[src/rtl/dspl_arbiter.sv]
// Display bus arbiter: picks win banner, score view or game digits for the 8-digit display.
// Optional build macro DSPL_SCORE_BCD_EN shows scores as two decimal digits instead of one hex digit.
`timescale 1ns/1ps

module dspl_arbiter #(
  parameter int WIN_CYCLES   = 300_000_000,
  parameter int BLINK_CYCLES = 25_000_000
) (
  input  logic        clock,
  input  logic        reset,
  input  logic [47:0] game_d,
  input  logic        p1_win,
  input  logic        p2_win,
  input  logic [3:0]  score_p1,
  input  logic [3:0]  score_p2,
  input  logic        score_req,
  output logic [5:0]  d1,
  output logic [5:0]  d2,
  output logic [5:0]  d3,
  output logic [5:0]  d4,
  output logic [5:0]  d5,
  output logic [5:0]  d6,
  output logic [5:0]  d7,
  output logic [5:0]  d8,
  output logic        overlay
);

  localparam int TW = $clog2(WIN_CYCLES);
  // BLINK_CYCLES=1 would give a zero-width counter; keep one bit that never leaves 0.
  localparam int BW = (BLINK_CYCLES > 1) ? $clog2(BLINK_CYCLES) : 1;

  localparam logic [TW-1:0] TIMER_LOAD = TW'(WIN_CYCLES - 1);
  localparam logic [BW-1:0] BLINK_LAST = BW'(BLINK_CYCLES - 1);
  localparam logic [5:0]    BLANK      = 6'b000000;

  typedef enum logic [1:0] {
    ST_GAME  = 2'd0,
    ST_SCORE = 2'd1,
    ST_WIN   = 2'd2
  } state_e;

  state_e        state_q, state_d;
  logic [TW-1:0] timer_q, timer_d;
  logic [BW-1:0] blink_q, blink_d;
  logic          phase_q, phase_d;
  logic [1:0]    winner_q, winner_d;
  logic [47:0]   disp_q, disp_d;
  logic          overlay_q, overlay_d;

  function automatic logic [5:0] hex_digit(input logic [3:0] value);
    return {1'b1, value, 1'b0};
  endfunction

`ifdef DSPL_SCORE_BCD_EN
  // Two decimal digits {tens, ones}; tens stays lit even when zero.
  function automatic logic [11:0] dec_pair(input logic [3:0] value);
    logic       tens;
    logic [3:0] ones;
    tens = (value > 4'd9);
    ones = tens ? (value - 4'd10) : value;
    return {hex_digit({3'b000, tens}), hex_digit(ones)};
  endfunction

  function automatic logic [23:0] score_field(input logic [3:0] s1, input logic [3:0] s2);
    return {dec_pair(s1), dec_pair(s2)};
  endfunction
`else
  function automatic logic [23:0] score_field(input logic [3:0] s1, input logic [3:0] s2);
    return {BLANK, hex_digit(s1), BLANK, hex_digit(s2)};
  endfunction
`endif

  logic [23:0] field;
  assign field = score_field(score_p1, score_p2);

  always_comb begin
    // NOTE: every variable gets a default first so no path leaves it unassigned (no latches).
    state_d   = state_q;
    timer_d   = timer_q;
    blink_d   = blink_q;
    phase_d   = phase_q;
    winner_d  = winner_q;
    disp_d    = game_d;
    overlay_d = 1'b0;

    if (p1_win || p2_win) begin
      // A pulse always (re)starts the banner, even while one is already running.
      state_d  = ST_WIN;
      timer_d  = TIMER_LOAD;
      blink_d  = '0;
      phase_d  = 1'b1;
      winner_d = (p1_win && p2_win) ? 2'd3 : (p1_win ? 2'd1 : 2'd2);
    end else begin
      case (state_q)
        ST_WIN: begin
          if (timer_q == '0) begin
            state_d = score_req ? ST_SCORE : ST_GAME;
          end else begin
            timer_d = timer_q - 1'b1;
            if (blink_q == BLINK_LAST) begin
              blink_d = '0;
              phase_d = ~phase_q;
            end else begin
              blink_d = blink_q + 1'b1;
            end
          end
        end
        default: state_d = score_req ? ST_SCORE : ST_GAME;
      endcase
    end

    // Output image is built from the next state so it lands on the same edge.
    case (state_d)
      ST_WIN: begin
        disp_d    = {phase_d ? {4{hex_digit({2'b00, winner_d})}} : {4{BLANK}}, field};
        overlay_d = 1'b1;
      end
      ST_SCORE: begin
        disp_d    = {{4{BLANK}}, field};
        overlay_d = 1'b1;
      end
      default: begin
        disp_d    = game_d;
        overlay_d = 1'b0;
      end
    endcase
  end

  always_ff @(posedge clock) begin
    // NOTE: state registers use non-blocking assignments so all of them update from pre-edge values.
    if (!reset) begin
      state_q   <= ST_GAME;
      timer_q   <= '0;
      blink_q   <= '0;
      phase_q   <= 1'b0;
      winner_q  <= 2'd0;
      disp_q    <= '0;
      overlay_q <= 1'b0;
    end else begin
      state_q   <= state_d;
      timer_q   <= timer_d;
      blink_q   <= blink_d;
      phase_q   <= phase_d;
      winner_q  <= winner_d;
      disp_q    <= disp_d;
      overlay_q <= overlay_d;
    end
  end

  assign d1      = disp_q[5:0];
  assign d2      = disp_q[11:6];
  assign d3      = disp_q[17:12];
  assign d4      = disp_q[23:18];
  assign d5      = disp_q[29:24];
  assign d6      = disp_q[35:30];
  assign d7      = disp_q[41:36];
  assign d8      = disp_q[47:42];
  assign overlay = overlay_q;

endmodule

[config.mk]
export PLATFORM = sky130hd
export DESIGN_NAME = dspl_arbiter
export DESIGN_NICKNAME = d
export VERILOG_FILES = /design/src/rtl/dspl_arbiter.sv
export SDC_FILE = /design/constraint.sdc
export NUM_CORES = 1
export LEC_CHECK = 0
export ABC_CLOCK_PERIOD_IN_PS = 6100
export CAP_MARGIN = 20
export CORE_MARGIN = 2
export CORE_UTILIZATION = 53
export CTS_CLUSTER_SIZE = 12
export DETAILED_ROUTE_END_ITERATION = 6
export PLACE_DENSITY = 0.85
export SLEW_MARGIN = 10
export SYNTH_ARGS = -nofsm -noshare
export SYNTH_HDL_FRONTEND = slang
export SYNTH_SLANG_ARGS = --single-unit
[constraint.sdc]
create_clock -name clock -period 6.1 [get_ports clock]
set_input_delay 1.22 -clock clock [delete_from_list [all_inputs] [get_ports clock]]
set_output_delay 1.22 -clock clock [all_outputs]
set_load 0.01 [all_outputs]
==> metrics, run 1 <==
outcome complete, no violations; die area 9171 µm²; n_diodes 0; worst-margin pin slew 0.9399 ns; Hold Crit Class reg -> reg; cell leakage power 2.094 nW; total grt overflow 0; max incr delay on CP 0.76 ns; vias in the first global route 3604; Layout Utilization 0.7062; CP max-delay cell ha_1; largest cells by area after synthesis dfxtp_1, xnor2_1, a21oi_1; DR iter-0 viols 176; final setup fails 0; Reg2Reg Capture Point disp_q[29]; Cell Chain, Critical Path inv_1 -> ha_1 -> nor3b_1 -> nand4_1 -> o21ai_2 -> and3_1 -> inv_1 -> ha_1 -> and2_1 -> a21oi_1 -> nand2_1; M1 GR Usage 0.3069; crit path from timer_q[0]; clk slew on worst S/H paths 0.10 ns; input/output buffers 109; # resized after CTS 0; Internal Power 0.0009943 W; CTS Sinks 108; post-detail-place hpwl 7.866 mm; Synth Cell Area 4463 µm²; postcts setup bufs 0; Syn Nets 551; Max Cap Viol 0; Setup CP Type reg -> reg; # rows 33; busiest grt layer met2; Clock Power Share 0.310; post-synth top area share 0.4844; Worst Path Max Fanout 31; most frequent cells in the layout clkdlybuf4s50_1, dfxtp_1, nor2_1; R2R depth 11; synth unique cells 49; clk root buf clkbuf_8; hold path startpoint timer_q[28]; Core Region 8175 µm²; reg2reg setup slack 1.49 ns; initial core utilization 0.5459; initial antenna violation count 0; Die H 95.77 µm; Layout area overhead 29.35%; DP Worst Slack 1.614 ns; Overall Global Routing Usage 0.2377; post-route minimum period 4.611 ns; Cell Pwr Density 234.8 nW/µm²; routing usage on met2 0.3934; fraction of registers with async set or reset after synthesis 0; final slew viol count 0; final setup TNS 0 ns; Tcrit/Tclk final 0.7559; Worst Slack Setup Final 1.489 ns; Seq/Total Area, Yosys 0.4844; clock skew 0.01504 ns; required time of the worst setup path 6.41 ns; Routed WL 11.07 mm; clock buffer count from CTS 9; crit start category flip-flop; Worst Setup End Kind flip-flop; sequential share of power 0.556; wire per inst 16.02 µm; clock latency on the worst-skew pair 0.38 ns; most common cell after layout, fill and taps aside clkdlybuf4s50_1; CTS tree built; syn avg cell area 9.183 µm²; chip width 95.77 µm; # nets final 646; worst vdd ir 0.1536 mV; largest net degree at the start of global routing 38; Worst Path Arrival 4.92 ns; total number of vias 3937; share of layout cells above drive strength 1 0.03925; grt met3 use 0.05482; Primary FF master, synth dfxtp_1; Synth area leader dfxtp_1; RSZ-0062 raised after global routing no; switching share of power 0.2664; io pins 110; DRT Pass-1 Iters 5; RePlAce Congestion 0.8829; synth warn 0; H-tree depth 3; Avg Vias per Cell 5.698; first-pass GRT wire length 16.96 mm; Max Fclk 216.9 MHz; hold buffers post-CTS 0; Routed Antenna Nets 0; NetSw 0.0003612 W; Longest Clk Path Bufs 2; number of flops mapped to enable cells by yosys 0; Final Hold Fails 0; Worst slew margin 0.3734; # DRC 0; Logic pwr share 0.134; FF-to-FF Start timer_q[0]; Mapped Cells 486; Yosys reg bits 108; worst setup path end disp_q[29]; worst hold margin 0.4730 ns
-- how the worst min path moves through the flow --
| stage | end | slack (ns) | cells past startpoint |
|---|---|---|---|
| floorplan | timer_q[28] | 0.44 | 2 |
| global placement | timer_q[28] | 0.45 | 2 |
| detailed placement | timer_q[28] | 0.46 | 2 |
| CTS | timer_q[28] | 0.47 | 2 |
| global route | timer_q[28] | 0.49 | 2 |
| finish | timer_q[28] | 0.47 | 2 |
-- critical path, delay by kind of cell (launching register included) --
family                   cells  cell delay, ns
AO/OA/AOI/OAI                2            0.77
adder cells (fa/ha/maj)      2            0.95
buffers and inverters        2            0.13
AND/OR/NAND/NOR              5            2.35
flip-flops                   1            0.36
-- kinds of logic (layout without fill, tap and decap cells) --
group / after synthesis / count (layout) / share of synthesized area
XOR/XNOR: 35 / 35 / 0.06868
buffers and inverters: 38 / 138 / 0.03756
AND/OR/NAND/NOR: 194 / 194 / 0.2349
multiplexers: 3 / 3 / 0.006729
adder cells (fa/ha/maj): 4 / 4 / 0.01121
AO/OA/AOI/OAI: 104 / 104 / 0.1564
flip-flops: 108 / 108 / 0.4844
-- flip-flops by register name, indices dropped and copies added, names as in the netlist --
| register | cells |
|---|---|
| phase_q | 1 |
| overlay | 1 |
| blink_q | 25 |
| winner_q | 2 |
| state_q | 2 |
| disp_q | 48 |
| timer_q | 29 |
-- metrics by stage --
step	cells	power, W	cell area (µm²)
after floorplan	486	0.0008484	4463
after global placement	675	0.0009441	5582
after detailed placement	675	0.0009493	5582
after CTS	691	0.001359	5773
after global routing	691	0.001408	5773
final	691	0.001355	5773
-- routing by layer --
| metal | vias to the layer above | part of all wire |
|---|---|---|
| met4 | 0 | 0.021 |
| met3 | 19 | 0.045 |
| li1 | 1957 | - |
| met1 | 1861 | 0.42 |
| met5 | - | 0 |
| met2 | 100 | 0.51 |
-- cells in the mapped netlist (5+ instances only) --
library cell  instances
nor3_1                8
a22o_1                8
and4_1                9
nor4_1                6
nor2_1               45
o21ai_0              12
a21oi_1              40
xnor2_1              25
a2111oi_0             5
or3_1                10
and3_1               30
xor2_1               10
o211ai_1              5
dfxtp_1             108
nand2_1              36
a211oi_1             11
or4_1                 6
nand4_1              12
clkbuf_1             23
o31ai_1               5
inv_1                 8
nand3_1              11
-- area by class of cell --
cell class,count,area [µm²]
Tap cell,105,131.4
Sequential cell,108,2162
Clock buffer,9,123.9
Timing Repair Buffer,113,1121
Inverter,9,33.78
Clock inverter,7,67.56
Fill cell,638,2402
Multi-Input combinational cell,340,2133
-- power groups by stage --
stage / sequential, W / combinational, W / clock, W
final: 0.000754 / 0.000181 / 0.000420
after global routing: 0.000757 / 0.000197 / 0.000453
after CTS: 0.000753 / 0.000182 / 0.000424
after detailed placement: 0.000769 / 0.000180 / 0
after global placement: 0.000769 / 0.000176 / 0
after floorplan: 0.000777 / 0.0000709 / 0
(Power assumes the default switching activity.)
==> run 2: changes to the inputs <==
Settings changed: ABC_CLOCK_PERIOD_IN_PS 6100 to 3950, CORE_UTILIZATION 53 to 44, PLACE_DENSITY 0.85 to 0.75.
Clock period 6.1 ns to 3.95 ns, I/O delays scaled along.
==> run 2 against run 1 <==
Global-route usage shrank 3.2 points. Worst hold slack gained 0.020 ns. Total power grew 60%. Flip-flop and latch count is the same. Critical path depth grew 2. Clock skew shrank 0.0029 ns. Routed wire length grew 2.9%. Critical path type unchanged. Largest cell class unchanged. Largest power group unchanged.
==> metrics, run 2 (same netlist as run 1, synthesis figures left out) <==
outcome complete, no violations; Worst Setup End Kind flip-flop; clock buffer count from CTS 9 (unchanged); Overall Global Routing Usage 0.2053 (-0.03233); clock skew 0.01217 ns (-0.002874 ns); Max Fclk 284.1 MHz (+31%); # rows 36 (+9.1%); FF-to-FF Start timer_q[0]; switching share of power 0.2384 (-0.02799); vias in the first global route 3683 (+2.2%); clock latency on the worst-skew pair 0.37 ns (about the same); worst vdd ir 0.1948 mV (+27%); Clock Power Share 0.333 (+0.023); Die H 104.7 µm (+9.3%); Multi-input gate area 2133 µm² (unchanged); worst-margin pin slew 0.8563 ns (-0.08362 ns); R2R depth 13 (+2); crit start category flip-flop; total grt overflow 0 (unchanged); sequential share of power 0.536 (-0.020); Layout area overhead 31.74%; required time of the worst setup path 4.27 ns (-2.14 ns); most common cell after layout, fill and taps aside clkdlybuf4s50_1; reg2reg setup slack 0.43 ns (-1.06 ns); fillers 886 (+39%); Max Cap Viol 0 (unchanged); worst hold path depth 2 (unchanged); Logic pwr share 0.131 (-0.003); Longest Clk Path Bufs 2 (unchanged); RePlAce Congestion 0.8657 (-1.9%); Core Region 9819 µm² (+20%); final slew viol count 0 (unchanged); CTS tree built; n_diodes 0 (unchanged); Final Hold Fails 0 (unchanged); Worst slew margin 0.4292 (+0.05574); CTS Sinks 108 (unchanged); Routed Antenna Nets 0 (unchanged); post-detail-place hpwl 8.213 mm (+4.4%); Hold Crit Endpoint timer_q[28]; share of layout cells above drive strength 1 0.04730 (+0.008048); post-route minimum period 3.520 ns (-1.091 ns); initial core utilization 0.4545 (-0.09140); Biggest register disp_q; final setup fails 0 (unchanged); hold buffers post-CTS 0 (unchanged); Hold Crit Class reg -> reg; initial antenna violation count 0 (unchanged); clk slew on worst S/H paths 0.10 ns (about the same); worst hold margin 0.4931 ns (+0.02011 ns); post-route cell area 5879 µm² (+1.8%); Cell Pwr Density 368.8 nW/µm² (+57%); postcts setup bufs 0 (unchanged); clk root buf clkbuf_8; Setup CP Type reg -> reg; NetSw 0.0005171 W (+43%); DR iter-0 viols 261 (+48%); Routed WL 11.39 mm (+2.9%); # resized after CTS 0 (unchanged); input/output buffers 109 (unchanged); final setup TNS 0 ns (unchanged); DRT Pass-1 Iters 5 (unchanged); Cell Area, Placed 5669 µm² (+1.6%); io pins 110 (unchanged); Reg2Reg Capture Point disp_q[43]; Tcrit/Tclk final 0.8912 (+0.1353); # DRC 0 (unchanged); Largest register FFs 48 (unchanged); RSZ-0062 raised after global routing no; Worst Path Max Fanout 30 (-3.2%); FF/Latch Area 2162 µm² (unchanged); total number of vias 3993 (+1.4%); cell leakage power 2.137 nW (+2.0%); most frequent cells in the layout clkdlybuf4s50_1, dfxtp_1, nor2_1; largest registers disp_q: 48 flops, timer_q: 29 flops, blink_q: 25 flops; chip width 104.7 µm (+9.3%); hold path startpoint timer_q[28]; first-pass GRT wire length 18.28 mm (+7.8%); die area 10970 µm² (+20%); largest net degree at the start of global routing 31 (-18%); wire per inst 15.71 µm (-1.9%); H-tree depth 3 (unchanged); Internal Power 0.001651 W (+66%); Avg Vias per Cell 5.508 (-3.3%); Worst Path Arrival 3.84 ns (-1.08 ns); Overall Power 0.002169 W (+60%); # nets final 653 (+1.1%)
## run 2: changes by cell type in the layout (fill, tap and decap cells not counted), sizes merged
cell / previous run / this run
inv: 11 / 10
clkbuf: 9 / 10
clkinv: 5 / 2
buf: 4 / 11
bufinv: 0 / 2
## run 2: layout make-up
class	count	share of cell area
Sequential cell	108	0.3677
Inverter	9	0.005746
Clock inverter	5	0.01405
Timing Repair Buffer	120	0.1996
Tap cell	133	0.02830
Clock buffer	10	0.02171
Multi-Input combinational cell	340	0.3628
## run 2: worst max path at each step
| stage | from | end | slack [ns] | cells past startpoint |
|---|---|---|---|---|
| finish | timer_q[0] | disp_q[43] | 0.43 | 13 |
| floorplan | timer_q[0] | disp_q[26] | 0.93 | 14 |
| global placement | p2_win | disp_q[1] | 0.66 | 9 |
| global route | timer_q[0] | disp_q[37] | 0.15 | 13 |
| CTS | timer_q[0] | disp_q[26] | 0.49 | 13 |
| detailed placement | timer_q[0] | disp_q[25] | 0.52 | 13 |
## run 2: power by group through the flow
stage | clock network [W] | logic [W] | registers (W)
global route | 0.000784 | 0.000308 | 0.00117
global placement | 0 | 0.000276 | 0.00119
detailed placement | 0 | 0.000283 | 0.00119
finish | 0.000722 | 0.000284 | 0.00116
CTS | 0.000741 | 0.000284 | 0.00116
floorplan | 0 | 0.000110 | 0.00120
## run 2: critical path, cell delays in order (launching register included)
cell and delay [ns]:
dfxtp_1 0.35, inv_1 0.07, ha_1 0.18, nor3b_1 0.62, nand4_1 0.16, buf_4 0.23
o21ai_2 0.17, and3_1 0.22, inv_1 0.06, ha_1 0.29, buf_4 0.24, and2_1 0.61
a21oi_1 0.17, nand2_1 0.09
## run 2: layer usage
metal  up-vias  part of all wire  GRT usage
met1      1877              0.43     0.2613
met3        28             0.044    0.03369
met5         -                 0          0
met4         0             0.032     0.1171
met2       125              0.49     0.3301
li1       1963                 -          -
## run 2: through the flow
step / util / instances / worst slack, ns
floorplan: - / 486 / 0.9279
global placement: 0.5773 / 710 / 0.6576
detailed placement: 0.5773 / 710 / 0.5210
CTS: 0.5988 / 725 / 0.4876
global route: 0.5988 / 725 / 0.1519
finish: 0.5988 / 725 / 0.4297
